## src/rtl/wb_arb_pkg.sv

```systemverilog
// Shared types and bus widths for the two-master Wishbone arbiter.
// Pure declarations: no logic, latency or flow control of its own.
package wb_arb_pkg;

    localparam int WB_ADR_W = 32;
    localparam int WB_DAT_W = 32;
    localparam int WB_SEL_W = 4;

    typedef enum logic [1:0] {
        ST_IDLE  = 2'd0,
        ST_OWN0  = 2'd1,
        ST_OWN1  = 2'd2,
        ST_ABORT = 2'd3
    } arb_state_e;

    typedef logic owner_t;

    localparam owner_t OWNER_M0 = 1'b0;
    localparam owner_t OWNER_M1 = 1'b1;

endpackage

```

## src/rtl/wb_arb_watchdog.sv

```systemverilog
// Stall watchdog: counts enabled cycles, pulses expire_o on the limit-th one.
// Expire is combinational from the registered count; clear wins over counting.
module wb_arb_watchdog (
    input  logic        clk_i,
    input  logic        rst_n_i,
    input  logic        cnt_en_i,
    input  logic        clr_i,
    input  logic [15:0] limit_i,
    output logic        expire_o
);

    logic [15:0] cnt_q;
    logic [15:0] cnt_d;

    // cnt_q holds stalls already seen, so this cycle is the limit-th when it equals limit-1
    assign expire_o = cnt_en_i & ~clr_i & (cnt_q == (limit_i - 16'd1));

    always_comb begin
        cnt_d = cnt_q;
        if (clr_i || expire_o) begin
            cnt_d = 16'd0;
        end else if (cnt_en_i) begin
            cnt_d = cnt_q + 16'd1;
        end
    end

    always_ff @(posedge clk_i or negedge rst_n_i) begin
        if (!rst_n_i) begin
            cnt_q <= 16'd0;
        end else begin
            cnt_q <= cnt_d;
        end
    end

endmodule

```

## src/rtl/wb_arbiter_2m.sv

```systemverilog
// Two-master Wishbone arbiter with bus lock, alternating tie-break and stall watchdog.
// Grant takes one cycle after cyc; data path is combinational while owned; slave stalls abort after TIMEOUT_CYCLES.
module wb_arbiter_2m
    import wb_arb_pkg::*;
#(
    parameter logic [15:0] TIMEOUT_CYCLES = 16'd255
) (
    input  logic                wb_clk_i,
    input  logic                wb_rst_n_i,

    input  logic                m0_cyc_i,
    input  logic                m0_stb_i,
    input  logic                m0_we_i,
    input  logic [WB_SEL_W-1:0] m0_sel_i,
    input  logic [WB_ADR_W-1:0] m0_adr_i,
    input  logic [WB_DAT_W-1:0] m0_dat_i,
    output logic [WB_DAT_W-1:0] m0_dat_o,
    output logic                m0_ack_o,
    output logic                m0_err_o,

    input  logic                m1_cyc_i,
    input  logic                m1_stb_i,
    input  logic                m1_we_i,
    input  logic [WB_SEL_W-1:0] m1_sel_i,
    input  logic [WB_ADR_W-1:0] m1_adr_i,
    input  logic [WB_DAT_W-1:0] m1_dat_i,
    output logic [WB_DAT_W-1:0] m1_dat_o,
    output logic                m1_ack_o,
    output logic                m1_err_o,

    output logic                s_cyc_o,
    output logic                s_stb_o,
    output logic                s_we_o,
    output logic [WB_SEL_W-1:0] s_sel_o,
    output logic [WB_ADR_W-1:0] s_adr_o,
    output logic [WB_DAT_W-1:0] s_dat_o,
    input  logic [WB_DAT_W-1:0] s_dat_i,
    input  logic                s_ack_i,
    input  logic                s_err_i,

    output logic [1:0]          grant_o,
    output logic [15:0]         to_count_o
);

    arb_state_e  state_q;
    owner_t      last_q;
    logic [1:0]  grant_q;
    logic [15:0] to_count_q;

    logic        own0;
    logic        own1;
    logic        wd_en;
    logic        wd_expire;

    assign own0 = (state_q == ST_OWN0);
    assign own1 = (state_q == ST_OWN1);

    // A stall is an owned cycle with a strobe out and no response back
    assign wd_en = ((own0 & m0_stb_i) | (own1 & m1_stb_i)) & ~s_ack_i & ~s_err_i;

    wb_arb_watchdog u_watchdog (
        .clk_i    (wb_clk_i),
        .rst_n_i  (wb_rst_n_i),
        .cnt_en_i (wd_en),
        .clr_i    (~wd_en),
        .limit_i  (TIMEOUT_CYCLES),
        .expire_o (wd_expire)
    );

    assign grant_o    = grant_q;
    assign to_count_o = to_count_q;

    always_comb begin
        s_cyc_o  = 1'b0;
        s_stb_o  = 1'b0;
        s_we_o   = 1'b0;
        s_sel_o  = '0;
        s_adr_o  = '0;
        s_dat_o  = '0;
        m0_dat_o = '0;
        m0_ack_o = 1'b0;
        m0_err_o = 1'b0;
        m1_dat_o = '0;
        m1_ack_o = 1'b0;
        m1_err_o = 1'b0;
        case (state_q)
            ST_OWN0: begin
                s_cyc_o  = m0_cyc_i;
                s_stb_o  = m0_stb_i;
                s_we_o   = m0_we_i;
                s_sel_o  = m0_sel_i;
                s_adr_o  = m0_adr_i;
                s_dat_o  = m0_dat_i;
                m0_dat_o = s_dat_i;
                m0_ack_o = s_ack_i & m0_stb_i;
                m0_err_o = s_err_i & m0_stb_i;
            end
            ST_OWN1: begin
                s_cyc_o  = m1_cyc_i;
                s_stb_o  = m1_stb_i;
                s_we_o   = m1_we_i;
                s_sel_o  = m1_sel_i;
                s_adr_o  = m1_adr_i;
                s_dat_o  = m1_dat_i;
                m1_dat_o = s_dat_i;
                m1_ack_o = s_ack_i & m1_stb_i;
                m1_err_o = s_err_i & m1_stb_i;
            end
            // Late slave responses are swallowed here; only the abort error escapes
            ST_ABORT: begin
                if (last_q == OWNER_M0) begin
                    m0_err_o = 1'b1;
                end else begin
                    m1_err_o = 1'b1;
                end
            end
            default: ;
        endcase
    end

    always_ff @(posedge wb_clk_i or negedge wb_rst_n_i) begin
        if (!wb_rst_n_i) begin
            state_q    <= ST_IDLE;
            last_q     <= OWNER_M1;
            grant_q    <= 2'b00;
            to_count_q <= 16'd0;
        end else begin
            case (state_q)
                ST_IDLE: begin
                    if (m0_cyc_i && m1_cyc_i) begin
                        if (last_q == OWNER_M1) begin
                            state_q <= ST_OWN0;
                            grant_q <= 2'b01;
                        end else begin
                            state_q <= ST_OWN1;
                            grant_q <= 2'b10;
                        end
                    end else if (m0_cyc_i) begin
                        state_q <= ST_OWN0;
                        grant_q <= 2'b01;
                    end else if (m1_cyc_i) begin
                        state_q <= ST_OWN1;
                        grant_q <= 2'b10;
                    end
                end
                ST_OWN0: begin
                    if (!m0_cyc_i) begin
                        state_q <= ST_IDLE;
                        last_q  <= OWNER_M0;
                        grant_q <= 2'b00;
                    end else if (wd_expire) begin
                        state_q <= ST_ABORT;
                        last_q  <= OWNER_M0;
                        grant_q <= 2'b00;
                        if (to_count_q != 16'hFFFF) begin
                            to_count_q <= to_count_q + 16'd1;
                        end
                    end
                end
                ST_OWN1: begin
                    if (!m1_cyc_i) begin
                        state_q <= ST_IDLE;
                        last_q  <= OWNER_M1;
                        grant_q <= 2'b00;
                    end else if (wd_expire) begin
                        state_q <= ST_ABORT;
                        last_q  <= OWNER_M1;
                        grant_q <= 2'b00;
                        if (to_count_q != 16'hFFFF) begin
                            to_count_q <= to_count_q + 16'd1;
                        end
                    end
                end
                ST_ABORT: begin
                    state_q <= ST_IDLE;
                    grant_q <= 2'b00;
                end
                default: begin
                    state_q <= ST_IDLE;
                    grant_q <= 2'b00;
                end
            endcase
        end
    end

endmodule

```

## config.mk

```make
export PLATFORM = sky130hd
export DESIGN_NAME = wb_arbiter_2m
export DESIGN_NICKNAME = d
export VERILOG_FILES = /design/src/rtl/wb_arb_pkg.sv /design/src/rtl/wb_arb_watchdog.sv /design/src/rtl/wb_arbiter_2m.sv
export SDC_FILE = /design/constraint.sdc
export NUM_CORES = 1
export LEC_CHECK = 0
export CAP_MARGIN = 20
export CORE_AREA = 2 2 129 131
export CTS_CLUSTER_DIAMETER = 40
export DETAILED_ROUTE_END_ITERATION = 7
export DIE_AREA = 0 0 131 133
export HOLD_SLACK_MARGIN = 0.05
export PLACE_DENSITY = 0.67
export SLEW_MARGIN = 20
export SYNTH_ARGS = -nofsm -noshare
export SYNTH_HDL_FRONTEND = slang
export SYNTH_SLANG_ARGS = --single-unit
export TNS_END_PERCENT = 5
```

## constraint.sdc

```tcl
create_clock -name wb_clk_i -period 7.25 [get_ports wb_clk_i]
set_clock_uncertainty 0.1 [all_clocks]
set_input_delay 1.45 -clock wb_clk_i [delete_from_list [all_inputs] [get_ports wb_clk_i]]
set_output_delay 1.45 -clock wb_clk_i [all_outputs]
set_load 0.02 [all_outputs]
```

Word-level counts from Yosys, hierarchy flattened. Cells that the tools add are included.

Bits in registers: 37. Word-level logic and storage cells: 75.

Add/sub/neg operators: 2. Equal/unequal tests: 10. Multiplexer cells: 38. Bitwise gates (word level): 13. Reductions and logical operators: 7.

Operators with widths (count): $pmux W32 S2 (2); $mux W16 (6); $mux W32 (2); $add A16 B1 Y16 const B (2); $pmux W16 S2 (1); $mux W2 (10); $eq A16 B8 Y1 const B (1); $ne A16 B16 Y1 const B (1); $pmux W2 S4 (2); $pmux W1 S2 (6); $and A1 B1 Y1 (9); $mux W1 (8); $pmux W4 S2 (1); $ne A3 B2 Y1 const B (2); $reduce_and A3 Y1 (2); $eq A2 B2 Y1 const B (2); $ne A2 B2 Y1 const B (2); $ne A4 B4 Y1 const B (1); $reduce_bool A2 Y1 (2); $not A1 Y1 (3); $eq A2 B1 Y1 const B (1); $logic_not A2 Y1 (1); $logic_and A1 B1 Y1 (1); $logic_or A1 B1 Y1 (1); $or A1 B1 Y1 (1).

Longest topological paths before layout. Gate-level depths: netlist of run 1.

Depth in word-level cells: 9. Depth in mapped cells: 10. Mapped depth without buffers: 7.

Modules after synthesis. Synthesis of run 1 repeated with hierarchy kept, for this count alone.

Cell total of the unflattened synthesis: 507. Area total of the unflattened synthesis: 4052.6 um2.

By module, submodules not included: wb_arbiter_2m (instances 1, cells each 353, area each 2691.3 um2, sequential area each 526.8 um2); wb_arb_watchdog (instances 1, cells each 154, area each 1361.3 um2, sequential area each 400.4 um2).

Worst setup path before layout of run 1. No wires, ideal clock.

Kind: register to output. Start: register state_q[1]. End: output s_adr_o[2]. Arrival time: 1.864 ns. Data required time: 5.700 ns. Setup slack: 3.836 ns. Stages on the path, launching flop included: 8. Buffers on the path: 3. Cell sequence: dfrtp_1 -> inv_1 -> ha_1 -> clkbuf_1 -> clkbuf_1 -> buf_1 -> a22oi_1 -> nor2b_1.

Cells in the longest elaborated chain, start to end: 2. Elaborated cells on any way between the ends: 3. Classes of those cells: eq/ne (2); mux (1).

RTL lines: start, declared (RTL line wb_arbiter_2m.sv:45) `arb_state_e state_q;`; start signal, assigned (RTL line wb_arbiter_2m.sv:123) `state_q <= ST_IDLE;`; start signal, assigned (RTL line wb_arbiter_2m.sv:132) `state_q <= ST_OWN0;`; start signal, assigned (RTL line wb_arbiter_2m.sv:135) `state_q <= ST_OWN1;`; $eq A2 B2 Y1 or $eq A2 B1 Y1 (tied branches) (RTL line wb_arbiter_2m.sv:86) `case (state_q)`; $pmux W32 S2 (*) (RTL line wb_arbiter_2m.sv:86); end, declared (RTL line wb_arbiter_2m.sv:35) `output logic [WB_ADR_W-1:0] s_adr_o,`.

Every way passes the cells marked *; elsewhere a longest branch is shown, timed or not.

Final worst setup path of run 1.
Start: register state_q[0]. End: output s_sel_o[1].

Cells in the longest elaborated chain, start to end: 2. Elaborated cells on any way between the ends: 3. Classes of those cells: eq/ne (2); mux (1).

RTL lines: $eq A2 B2 Y1; named net own1 (RTL line wb_arbiter_2m.sv:51) `logic own1;`; $pmux W4 S2 (RTL line wb_arbiter_2m.sv:86); end, declared (RTL line wb_arbiter_2m.sv:34) `output logic [WB_SEL_W-1:0] s_sel_o,`.

The timed path passes the listed nets, and every way through them passes these cells.

==> reports/summary.txt, run 1 <==
SYNTH
------------------------------------------------------------------------------
Most area-consuming cells after synthesis                         dfrtp_1 26%, a22oi_1 15%, nor2b_1 13%
Distinct cell type count of the synthesized netlist                         38
Average footprint of a synthesized cell                               7.90 µm²
Mapped Area                                                        0.00345 mm²
Dominant combinational cell family by area after synthesis        simple AND/OR/NAND/NOR gates
YS warnings                                                                  0
Sequential area share after synthesis                                    0.268
Xor and xnor area share after synthesis                                 0.0634
FF+latch count, synth                                                       37
Asr flop ratio synth                                                      1.00
Net count after synthesis                                                  623
Adder and majority gate portion of the synthesized area                 0.0290
EDFF count, synth                                                            0
Area fraction of the dominant cell type after synthesis                  0.261
Synth Flop Type                                                        dfrtp_1
Area fraction in compound gates after synthesis                          0.196
Share of synthesized area spent on multiplexers                        0.00652
Synthesized instance count                                                 437
Dominant cell type by area after synthesis                             dfrtp_1
Simple-gate share of the synthesized area                                0.377

GLOBAL ROUTING
------------------------------------------------------------------------------
First-pass GRT wire length                                            24800 µm
Maximum number of pins on one net before global-route repair                75
Initial antenna violation count                                              1
Via count of the first global-routing pass                                4144
Total congestion overflow                                                    0
Aggregate global-route resource usage                                    0.187

TIMING
------------------------------------------------------------------------------
Period Utilization, post-route                                           0.645
Fin worst setup slack                                                  2.58 ns
Final total negative setup slack                                          0 ns
Timing-limited maximum frequency                                       214 MHz
Max-slew violation total from the final report                               0
Rel. slew slack                                                          0.300
Unrepaired setup endpoints after global routing                          false
Total setup violations reported at the end of the flow                       0
Shortest clock period the worst path allows after layout               4.67 ns
Number of hold violations in the final report                                0
Slew at the pin with the worst max-slew slack                          1.05 ns

CLOCKING
------------------------------------------------------------------------------
Clock latency at the later pin of the worst-skew pair                  0.28 ns
Max Buffers Root-to-Sink                                                     2
Post CTS Setup Buffer Count                                                  0
Clock tree root driver cell                                          clkbuf_16
Post-CTS Hold Fix Bufs                                                       0
Clock sinks                                                                 37
Clock slew at reported path FFs                                        0.06 ns
CTS HTree Levels                                                             2
TritonCTS clock tree                                                       yes
Total CTS buffers                                                            5
Post-CTS resize count                                                        0

PLACED DESIGN
------------------------------------------------------------------------------
Cells after DPL                                                            955
Cell Area, Placed                                                  0.00696 mm²
Placer's final routability congestion estimate                           0.837
Hpwl dp                                                               13900 µm
Worst slack, placed                                                    2.70 ns
PortBufs                                                                   334

WORST SETUP PATH
------------------------------------------------------------------------------
Worst endpoint data arrival time                                       3.12 ns
Element type at the critical path start                               register
Delay-heaviest family, CP                                         buffers and inverters
Capturing element type of the critical path                       primary output
Largest fanout on the critical path                                         55
Highest-delay cell along the critical path                        clkdlybuf4s50_1
Delay of the slowest cell on the worst path                            0.62 ns
Kind of critical path                                             register to primary output
Crit path buf inv count                                                      3
Worst path required time                                               5.70 ns
Critical path cell sequence                                       inv_1 > ha_4 > buf_4 > a22oi_1 > nor2b_1 > clkdlybuf4s50_1

ROUTE
------------------------------------------------------------------------------
Detailed router's first-iteration violation count                          206
Post-detailed-routing wire length                                     17400 µm
Post-detailed-route via-to-cell ratio                                     4.45
Number of detailed-routing iterations run before antenna repair              4
Overall via count from detail_route                                       4290
Number of routed nets with antenna violations                                0
Drt wl/cell                                                            18.0 µm
Remaining design rule violation count                                        0

FLOORPLAN
------------------------------------------------------------------------------
Die area                                                            0.0174 mm²
Die X-Extent                                                            131 µm
I/O pin total                                                              335
Initial Util                                                             0.214
FP Rows                                                                     47
Core area                                                           0.0162 mm²
Die outline height                                                      133 µm

RUN STATUS
------------------------------------------------------------------------------
Run status                                                        finished clean

FINAL LAYOUT
------------------------------------------------------------------------------
Count of fill cells added during filler insertion                         1610
Fraction of layout instances using a drive strength above 1             0.0283
Total number of nets in the final design                                   928
Area growth from synthesis to layout                                      106%
Most frequent cells in the layout                                 334 x clkdlybuf4s50_1, 73 x nor2b_1, 71 x a22oi_1
Sequential cell area                                                   927 µm²
Total non-filler cell area in the finished layout                  0.00713 mm²
Most common cell after layout, fill and taps aside                clkdlybuf4s50_1
Post-Route Utilization                                                   0.441
Area of combinational cells with multiple inputs                   0.00235 mm²
Non-filler cells in the finished layout                                    964

JOB
------------------------------------------------------------------------------
Max capacitance violation total                                              0

POWER
------------------------------------------------------------------------------
IR drop worst, VDD                                                    0.139 mV
Leakage power figure                                                   2.55 nW
Cell Pwr Density                                                    295 mW/mm²

HOLD PATH
------------------------------------------------------------------------------
Worst hold path class                                             register to register

worst paths after layout:
kind | slack [ns] | cells past startpoint | end | startpoint
setup reg to reg | 3.62 | 5 | to_count_o[1]$_DFFE_PN0P_ | state_q[0]$_DFFE_PN0P_
hold / removal | 0.39 | 1 | u_watchdog.cnt_q[0]$_DFFE_PN0P_ | u_watchdog.cnt_q[0]$_DFFE_PN0P_
min in group asynchronous | 1.49 | 2 | u_watchdog.cnt_q[4]$_DFFE_PN0P_ | wb_rst_n_i
max in group asynchronous | 5.21 | 2 | last_q$_DFFE_PN1P_ | wb_rst_n_i
setup / recovery | 2.58 | 6 | s_sel_o[1] | state_q[0]$_DFFE_PN0P_
hold reg to reg | 0.39 | 1 | u_watchdog.cnt_q[0]$_DFFE_PN0P_ | u_watchdog.cnt_q[0]$_DFFE_PN0P_
routing by layer:
layer  GRT usage  routed length [µm]  up-vias
met5           0                   0        -
met4      0.0426                 323        0
met3      0.0627                1830       14
met2       0.298                7830      190
met1       0.244                7380     1969
li1            -                   -     2117
registers in the layout, indices dropped and copies added, names as in the netlist:
name / flops
last_q: 1
grant_o: 2
u_watchdog.cnt_q: 16
to_count_o: 16
state_q: 2
power by group:
group	internal, mW	switching, mW
logic	0.763	0.860
clock network	0.163	0.0814
registers	0.223	0.0142
total	1.15	0.955
through the flow:
step	hold slack [ns]	power, mW
after global placement	0.379	1.89
after detailed placement	0.389	1.88
final	0.394	2.10
after floorplan	0.354	1.12
after global routing	0.432	2.24
after CTS	0.396	2.14
cell families after synthesis:
family	Yosys count
simple gates	223
compound gates	91
buf+inv	51
xor+xnor	25
fa+ha+maj	8
mux	2
flops	37
layout make-up:
class,count,share of cell area
tap,220,0.0386
inverter,12,0.00632
timing repair buffer,337,0.472
multi-input combinational,349,0.329
antenna,1,0.000351
clock inverter,2,0.00544
clock buffer,6,0.0181
sequential,37,0.130
Yosys cell counts (2+ instances only):
library cell / count
nor4_1: 3
or2_2: 2
o21ai_0: 8
ha_1: 8
xnor2_1: 19
a21oi_1: 4
nand3_1: 12
nand2_1: 15
buf_1: 4
inv_1: 12
nor2b_1: 73
buf_6: 2
and2_1: 64
or4_1: 4
nor3_1: 3
and3_1: 4
nor2_1: 25
xor2_1: 6
nand2b_1: 2
nand4_1: 9
a22oi_1: 71
mux2_2: 2
clkbuf_1: 32
dfrtp_1: 36
o31ai_1: 2
or3_1: 3
worst register-to-register path, delay by kind of cell, from the launching register on:
family	cells	cell delay (ns)
adder cells (fa/ha/maj)	1	1.01
multiplexers	1	0.42
buffers and inverters	1	0.14
flip-flops	1	0.44
AO/OA/AOI/OAI	2	1.41
No activity file was read; power rests on OpenSTA's default activity.
==> inputs of run 2 (changes only) <==
Settings changed: CORE_AREA 2 2 129 131 to 2 2 128 130, DIE_AREA 0 0 131 133 to 0 0 130 132, PLACE_DENSITY 0.67 to 0.71.
Clock period 7.25 ns to 3.9 ns, I/O delays scaled along.
==> run 2 against run 1 <==
Critical path depth is the same. Sequential power grew 85%. Global-route usage grew 1.0 points. Via count grew 2.7%. Die area shrank 1.5%. First-iteration DRC count shrank 7.3%. Cell area grew 1.2%.
==> reports/summary.txt, run 2 (synthesis results as in run 1) <==
CLOCKING
------------------------------------------------------------------------------
Post CTS Setup Buffer Count                                                  0
Total CTS buffers                                                            5
Post-CTS Hold Fix Bufs                                                       0
Clock tree root driver cell                                          clkbuf_16
CTS HTree Levels                                                             2
Post-CTS resize count                                                        0
TritonCTS clock tree                                                       yes
Clock sinks                                                                 37
Clock latency at the later pin of the worst-skew pair                  0.28 ns
Clock slew at reported path FFs                                        0.06 ns
Max Buffers Root-to-Sink                                                     2

ROUTE
------------------------------------------------------------------------------
Drt wl/cell                                                            18.9 µm
Detailed router's first-iteration violation count                          191
Number of detailed-routing iterations run before antenna repair              4
Post-detailed-routing wire length                                     18300 µm
Remaining design rule violation count                                        0
Overall via count from detail_route                                       4406
Number of routed nets with antenna violations                                0
Post-detailed-route via-to-cell ratio                                     4.54

FLOORPLAN
------------------------------------------------------------------------------
Die area                                                            0.0172 mm²
Die X-Extent                                                            130 µm
Initial Util                                                             0.220
FP Rows                                                                     46
Die outline height                                                      132 µm
Core area                                                           0.0157 mm²
I/O pin total                                                              335

WORST SETUP PATH
------------------------------------------------------------------------------
CP Launch Point                                                   state_q[0]$_DFFE_PN0P_
Delay of the slowest cell on the worst path                            0.65 ns
Element type at the critical path start                               register
Worst path required time                                               3.02 ns
Capturing element type of the critical path                       primary output
Kind of critical path                                             register to primary output
Worst endpoint data arrival time                                       2.62 ns
Critical path cell sequence                                       inv_1 > ha_4 > buf_12 > a22oi_1 > nor2b_1 > clkdlybuf4s50_1
Largest fanout on the critical path                                         39
Highest-delay cell along the critical path                        clkdlybuf4s50_1
Launch point of the worst reg-to-reg path                         state_q[1]$_DFFE_PN0P_
Delay-heaviest family, CP                                         buffers and inverters
Crit path buf inv count                                                      3

PLACED DESIGN
------------------------------------------------------------------------------
Hpwl dp                                                               14900 µm
Cells after DPL                                                            961
Placer's final routability congestion estimate                           0.817
PortBufs                                                                   334

FINAL LAYOUT
------------------------------------------------------------------------------
Fraction of layout instances using a drive strength above 1             0.0425
Count of fill cells added during filler insertion                         1571
Area growth from synthesis to layout                                      109%
Area of combinational cells with multiple inputs                   0.00235 mm²
Most common cell after layout, fill and taps aside                clkdlybuf4s50_1
Total number of nets in the final design                                   938
Most frequent cells in the layout                                 334 x clkdlybuf4s50_1, 73 x nor2b_1, 71 x a22oi_1
Sequential cell area                                                   927 µm²
Non-filler cells in the finished layout                                    970

GLOBAL ROUTING
------------------------------------------------------------------------------
Maximum number of pins on one net before global-route repair                62
Aggregate global-route resource usage                                    0.197
Total congestion overflow                                                    0
Initial antenna violation count                                              3
Via count of the first global-routing pass                                4158
First-pass GRT wire length                                            25800 µm

POWER
------------------------------------------------------------------------------
Leakage power figure                                                   2.60 nW
Cell Pwr Density                                                    552 mW/mm²
IR drop worst, VDD                                                    0.388 mV

TIMING
------------------------------------------------------------------------------
Final total negative setup slack                                          0 ns
Number of hold violations in the final report                                0
Shortest clock period the worst path allows after layout               3.50 ns
Timing-limited maximum frequency                                       286 MHz
Max-slew violation total from the final report                               0
Period Utilization, post-route                                           0.898
Rel. slew slack                                                          0.540
Total setup violations reported at the end of the flow                       0
Slew at the pin with the worst max-slew slack                         0.685 ns
Unrepaired setup endpoints after global routing                          false

HOLD PATH
------------------------------------------------------------------------------
Worst hold path class                                             register to register
Startpoint of the lowest-slack hold path                          u_watchdog.cnt_q[0]$_DFFE_PN0P_

RUN STATUS
------------------------------------------------------------------------------
Run status                                                        finished clean

JOB
------------------------------------------------------------------------------
Max capacitance violation total                                              0

-- run 2: final cells by class --
type,count,area share
diodes,1,0.000347
multi-input cells,349,0.325
flip-flops and latches,37,0.129
well taps,216,0.0375
clock inverters,3,0.00243
inverters,12,0.00625
clock buffers,5,0.0173
repair buffers,347,0.482
-- run 2: final timing paths --
path                                                    to  cells past startpoint  slack [ns]
setup / recovery                                s_adr_o[9]                      6        0.40
hold / removal             u_watchdog.cnt_q[0]$_DFFE_PN0P_                      1        0.38
setup reg to reg                 to_count_o[1]$_DFFE_PN0P_                      8        0.85
hold reg to reg            u_watchdog.cnt_q[0]$_DFFE_PN0P_                      1        0.38
min in group asynchronous  u_watchdog.cnt_q[1]$_DFFE_PN0P_                      2        0.82
max in group asynchronous               last_q$_DFFE_PN1P_                      2        2.51
-- run 2: metal layers --
| layer | vias up | GRT usage | routed length (µm) |
|---|---|---|---|
| met2 | 205 | 0.303 | 7960 |
| met5 | - | 0 | 33 |
| li1 | 2151 | - | - |
| met3 | 16 | 0.0787 | 2110 |
| met4 | 4 | 0.0203 | 125 |
| met1 | 2030 | 0.269 | 8110 |
-- run 2: per-stage QoR --
| step | setup slack [ns] | hold WS (ns) | area, µm² | util | power [mW] |
|---|---|---|---|---|---|
| floorplan | 1.16 | 0.354 | 3450 | - | 2.08 |
| global placement | 0.723 | 0.377 | 7070 | 0.450 | 3.62 |
| detailed placement | 0.698 | 0.379 | 7070 | 0.450 | 3.62 |
| CTS | 0.379 | 0.387 | 7210 | 0.459 | 4.03 |
| global route | 0.264 | 0.412 | 7210 | 0.459 | 4.22 |
| finish | 0.398 | 0.384 | 7210 | 0.459 | 3.98 |
-- run 2: power breakdown --
part | total [mW] | internal [mW] | switching [mW]
combinational | 3.15 | 1.51 | 1.64
sequential | 0.439 | 0.414 | 0.0253
clock | 0.391 | 0.234 | 0.157
total | 3.98 | 2.16 | 1.82
==> inputs of run 3 (changes only) <==
Settings changed: CAP_MARGIN 20 to 15, GPL_ROUTABILITY_DRIVEN set to 0.
==> results of run 3 <==
The final DEF is identical to that of run 2; final timing and power are the same.
